### src/rtl/carry_select_adder_16bit.sv
// 16-bit carry-select adder with a combinational result and an enabled output register stage.
// Optional signed-overflow outputs are added when CARRY_SELECT_ADDER_16BIT_OVF_EN is defined.
module carry_select_adder_16bit #(
   parameter int unsigned BLOCK_W = 4
) (
   input  logic        clk,
   input  logic        rst,
   input  logic [15:0] a,
   input  logic [15:0] b,
   input  logic        cin,
   input  logic        en,
`ifdef CARRY_SELECT_ADDER_16BIT_OVF_EN
   output logic        ovf,
   output logic        ovf_q,
`endif
   output logic [15:0] sum,
   output logic        cout,
   output logic [15:0] sum_q,
   output logic        cout_q
);

   localparam int unsigned NBLK = 16 / BLOCK_W;

   // bc[k] is the carry into block k; bc[NBLK] is the final carry-out
   logic [NBLK:0] bc;

   assign bc[0] = cin;

   for (genvar k = 0; k < NBLK; k++) begin : g_blk
      localparam int unsigned LSB = k * BLOCK_W;

      logic [BLOCK_W-1:0] pa;
      logic [BLOCK_W-1:0] pb;

      assign pa = a[LSB +: BLOCK_W];
      assign pb = b[LSB +: BLOCK_W];

      if (k == 0) begin : g_ripple
         logic [BLOCK_W:0] c;

         assign c[0] = bc[0];
         for (genvar i = 0; i < BLOCK_W; i++) begin : g_bit
            assign sum[LSB+i] = pa[i] ^ pb[i] ^ c[i];
            assign c[i+1]     = (pa[i] & pb[i]) | (c[i] & (pa[i] ^ pb[i]));
         end
         assign bc[1] = c[BLOCK_W];
      end else begin : g_select
         // Both carry-in hypotheses ripple in parallel; the incoming block carry picks one
         logic [BLOCK_W:0]   c0;
         logic [BLOCK_W:0]   c1;
         logic [BLOCK_W-1:0] s0;
         logic [BLOCK_W-1:0] s1;

         assign c0[0] = 1'b0;
         assign c1[0] = 1'b1;
         for (genvar i = 0; i < BLOCK_W; i++) begin : g_bit
            assign s0[i]   = pa[i] ^ pb[i] ^ c0[i];
            assign c0[i+1] = (pa[i] & pb[i]) | (c0[i] & (pa[i] ^ pb[i]));
            assign s1[i]   = pa[i] ^ pb[i] ^ c1[i];
            assign c1[i+1] = (pa[i] & pb[i]) | (c1[i] & (pa[i] ^ pb[i]));
         end

         assign sum[LSB +: BLOCK_W] = bc[k] ? s1 : s0;
         assign bc[k+1]             = bc[k] ? c1[BLOCK_W] : c0[BLOCK_W];
      end
   end

   assign cout = bc[NBLK];

`ifdef CARRY_SELECT_ADDER_16BIT_OVF_EN
   // Carry into bit 15 is recovered as a[15]^b[15]^sum[15]
   assign ovf = a[15] ^ b[15] ^ sum[15] ^ cout;

   always_ff @(posedge clk) begin
      if (rst) begin
         ovf_q <= 1'b0;
      end else if (en) begin
         ovf_q <= ovf;
      end
   end
`endif

   always_ff @(posedge clk) begin
      if (rst) begin
         sum_q  <= 16'd0;
         cout_q <= 1'b0;
      end else if (en) begin
         sum_q  <= sum;
         cout_q <= cout;
      end
   end

endmodule

### config.mk
export PLATFORM = sky130hd
export DESIGN_NAME = carry_select_adder_16bit
export DESIGN_NICKNAME = d
export VERILOG_FILES = /design/src/rtl/carry_select_adder_16bit.sv
export SDC_FILE = /design/constraint.sdc
export NUM_CORES = 1
export LEC_CHECK = 0
export BUFFER_PORTS_ARGS = -buffer_cell sky130_fd_sc_hd__buf_2
export CAP_MARGIN = 20
export CORE_MARGIN = 8
export CORE_UTILIZATION = 42
export CTS_CLUSTER_DIAMETER = 100
export DETAILED_ROUTE_END_ITERATION = 8
export MAX_ROUTING_LAYER = met4
export PLACE_DENSITY = 0.78
export SLEW_MARGIN = 20
export SYNTH_ARGS = -nofsm -noshare
export SYNTH_HDL_FRONTEND = slang
export SYNTH_SLANG_ARGS = --single-unit
export TNS_END_PERCENT = 100
### constraint.sdc
create_clock -name clk -period 10.3 [get_ports clk]
set_input_delay 1.545 -clock clk [delete_from_list [all_inputs] [get_ports clk]]
set_output_delay 1.545 -clock clk [all_outputs]
set_load 0.03 [all_outputs]
* After elaboration in Yosys (flattened, before gate mapping) *
Cells that the tools add are included.

storage, ports and cells
  word-level logic and storage cells = 112
  memories kept = 0
  output and inout port bits = 34
  flip-flop bits (word level) = 17
  bits in latches = 0
  bits in read-only memories = 0
  input port bits = 36
  RAM bits = 0

operators by class
  reductions and logical operators = 0
  shifts and indexed selects = 0
  $lt $le $gt $ge = 0
  add/sub/neg operators = 0
  bitwise gates (word level) = 104
  $mul = 0
  mux-type cells = 6
  div/mod/pow operators = 0
  equal/unequal tests = 0

operators by type and width
  kind           number
  $and A1 B1 Y1  38
  $xor A1 B1 Y1  38
  $or A1 B1 Y1   25
  $mux W4        3
  $mux W1        3
  $not A1 Y1     3

* Longest topological paths before layout *
  word-level depth = 12
  depth in mapped cells = 22
  gate-level depth less buffers = 22

* Least setup slack after synthesis *
Ideal clock, no wire load.

  path kind = input to output
  from = input a[0]
  to = output sum[15]
  slack = 2,043 ps
  stages = 21
  arrival = 6,712 ps
  path buffers = 0
  data required time = 8,755 ps
  cell sequence = fa_1 > fa_1 > fa_1 > inv_1 > fa_1 > mux2i_1 > fa_1 > fa_1 > inv_1 > fa_1 > o21ai_0 > fa_1 > fa_1 > inv_1 > fa_1 > mux2i_1 > fa_1 > fa_1 > inv_1 > fa_1 > inv_1

between the ends
  longest elaborated chain between the ends = 12
  elaborated cells between the ends (all ways) = 13
  classes of those cells = 3 x mux; 10 x bitwise

RTL lines
  item                    line  RTL
  from (decl)             8     input logic [15:0] a,
  $xor A1 B1 Y1           44    assign c[i+1] = (pa[i] & pb[i]) | (c[i] & (pa[i] ^ pb[i]));
  $and A1 B1 Y1           44
  $or A1 B1 Y1 *          44
  $and A1 B1 Y1 *         44
  $or A1 B1 Y1 *          44
  $and A1 B1 Y1 *         44
  $or A1 B1 Y1 *          44
  $and A1 B1 Y1 *         44
  $or A1 B1 Y1 *          44
  $mux W1 * (2 in a row)  64    assign bc[k+1] = bc[k] ? c1[BLOCK_W] : c0[BLOCK_W];
  $mux W4 *               63    assign sum[LSB +: BLOCK_W] = bc[k] ? s1 : s0;
  to (decl)               16    output logic [15:0] sum,

Every way passes the cells marked *; elsewhere a longest branch is shown, timed or not.

* Worst setup path after layout *
Ends and elaborated chain as after synthesis.

==> results.yml <==
worst_setup_path:
  cp-start-kind: "primary input"
  critical_path.cell_chain: "buf_2 > fa_1 > fa_1 > fa_1 > inv_1 > fa_1 > mux2i_1 > fa_1 > fa_1 > inv_1 > fa_1 > o21ai_0 > fa_1 > fa_1 > inv_1 > fa_1 > mux2i_1 > fa_1 > fa_1 > inv_1 > fa_1 > inv_1 > buf_2"
  cp_slowest_cell: "fa_1"
  cp_slowest_stage_delay_ns: 0.44
  crit_required_ns: 8.76
  r2r_setup_slack_ns: 9.52
  worstSetupEndpointType: "primary output"
  arrival_ns: 7.16
  critPathMaxFanout: 3
  worstSetupPathType: "in2out"
  cpMostUsedCell: "fa_1"
layout:
  seqCellArea_um2: 340
  multi_input_area_um2: 644
  area_delta_synth_final_pct: 30.8
  fill_cells: 265
  layout-drive-gt1-share_pct: 45.5
  final_util_pct: 56.1
  diodes: 0
  fin_nets: 232
  final_area_mm2: 0.00149
clock_network:
  clock_latency_ns: 0.28
  cts_setup_buffers: 0
  holdBufCountCts: 0
  cts.sinks: 17
  cts_resized: 0
  cts_tree: "built"
  cts_buffers: 3
  h-tree-depth: 1
  clkTransAtPathRegs_ns: 0.10
  cts.path.max_buffers: 2
  clockRootBuffer: "clkbuf_4"
place:
  port_buffers: 69
  gp_congestion: 0.749
  placed_area_mm2: 0.00147
  dpl.hpwl_mm: 2.37
route:
  via_per_inst: 4.69
  drt_iter0_drc: 25
  final_antenna_net_count: 0
  drt-total-wl_mm: 2.81
  wl_per_cell_um: 13.6
  drc_errors: 0
  vias: 970
  first_pass_iters: 4
synth:
  synth.avg_cell_area_um2: 10.6
  syn_area_mm2: 0.00114
  synthTopCellsByArea: "dfxtp_1, fa_1, mux2i_1, inv_1, ha_1"
  synthesis.nets: 163
  yosysSeqAreaShare_pct: 29.8
  synth_async_sr_flop_share_pct: 0
  netlist_top_cells_count: "inv_1, dfxtp_1, nor2_1"
  synth.most_common_cell: "inv_1"
  synth_top_cell_by_area: "dfxtp_1"
  synth_top_cell_area_share_pct: 29.8
  yosysWarnings: 0
  synth-main-ff-cell: "dfxtp_1"
  synth_cell_types: 15
  synth-edff-count: 0
  synth_cells: 108
  ys_ff_latch: 17
pwr:
  vdd_drop_max_uv: 86.4
  p_per_area_mw_per_mm2: 150
  p_sw_uw: 98.1
  combinationalPowerShare_pct: 50.0
  p_clk_share_pct: 16.0
  leakage_uw: 0.000843
  swShare_pct: 44.0
  p_int_uw: 125
  pwr-share-seq_pct: 34.0
timing:
  finalSetupViolCount: 0
  worst_slew_pin_slew_ns: 0.585
  fin_skew_ns: 0
  slew_headroom_pct: 61.0
  period_share_pct: 84.5
  max_freq_ghz: 0.115
  rsz0062_at_grt: "no"
  slew_violations: 0
  fin_crit_ns: 8.70
  setup_tns_ns: 0
  hold_violations: 0
floorplan:
  die_h_um: 68.1
  fp-row-count: 19
  dieArea_mm2: 0.00464
  core_mm2: 0.00266
  ios: 70
  die_x_um: 68.1
  initial_core_util_pct: 42.9
grt:
  gr-total-overflow: 0
  grt_max_degree: 26
  antenna_found_initial: 0
  grt_pass1_wl_mm: 4.46
  grt_pass1_vias: 1090
  track_usage_pct: 12.7
job:
  drv_cap: 0
worst_hold_path:
  hp-class: "reg2reg"
status:
  status: "completed"
-- registers in the layout, indices dropped and copies added (netlist names) --
| signal | count |
|---|---|
| cout_q | 1 |
| sum_q | 16 |
-- routing by layer --
layer / vias to the layer above / wire [um] / global-route usage (%)
li1: 467 / - / -
met1: 463 / 1060 / 14.0
met2: 38 / 1500 / 22.7
met3: 2 / 239 / 3.11
met4: 0 / 10 / 2.30
met5: - / 0 / -
-- power by group through the flow --
| stage | clock [uW] | combinational (uW) | sequential (uW) |
|---|---|---|---|
| 5_1_grt | 41.6 | 122 | 76.9 |
| 6_report | 35.6 | 112 | 75.9 |
| 4_1_cts | 37.9 | 114 | 76.1 |
| 2_1_floorplan | 0 | 69.0 | 91.6 |
| 3_3_place_gp | 0 | 110 | 77.0 |
| 3_5_place_dp | 0 | 113 | 77.4 |
-- final timing paths --
path                                start         to  cells after the start
worst max-delay path                 a[0]    sum[15]                     23
worst min-delay path            sum_q[13]  sum_q[13]                      2
worst max register to register   sum_q[4]   sum_q[4]                      2
worst min register to register  sum_q[13]  sum_q[13]                      2
-- cell families (layout without fill, tap and decap cells) --
kind of cell,Yosys count,count (layout),share of synthesized area (%)
AND/OR/NAND/NOR,18,18,6.91
XOR/XNOR,3,3,2.30
AO/OA/AOI/OAI,9,9,8.22
buffers and inverters,31,99,13.7
multiplexers,11,11,9.65
flip-flops,17,17,29.8
adder cells (fa/ha/maj),19,19,29.4
-- placed cells by master (no fill, tap or decap) --
master     n
nand2_1    1
buf_2     69
clkbuf_1   1
nor3b_1    3
inv_1     26
o21ai_0    1
dfxtp_1   17
fa_1      13
nor2_1    14
a211oi_2   5
ha_1       6
xnor2_1    3
a31o_2     3
clkbuf_4   3
mux2i_1   11
-- cell type report --
class                           instances  share of cell area, %
Multi-Input combinational cell         60                   43.2
Timing Repair Buffer                   69                   23.1
Sequential cell                        17                   22.8
Inverter                               26                   6.54
Tap cell                               31                   2.60
Clock buffer                            4                   1.76
-- stage by stage --
| stage | setup slack, ns | hold slack, ns | total power (uW) | instances |
|---|---|---|---|---|
| global placement | 1.69 | 0.469 | 187 | 203 |
| finish | 1.60 | 0.504 | 223 | 207 |
| global route | 1.29 | 0.529 | 241 | 207 |
| CTS | 1.53 | 0.510 | 228 | 207 |
| floorplan | 2.04 | 0.622 | 161 | 108 |
| detailed placement | 1.57 | 0.484 | 190 | 203 |
-- critical path: cells and delay by family --
family,cells,cell delay (ns)
AO/OA/AOI/OAI,1,0.11
multiplexers,2,0.22
adder cells (fa/ha/maj),13,4.59
buffers and inverters,7,0.68
(Power assumes the default switching activity.)
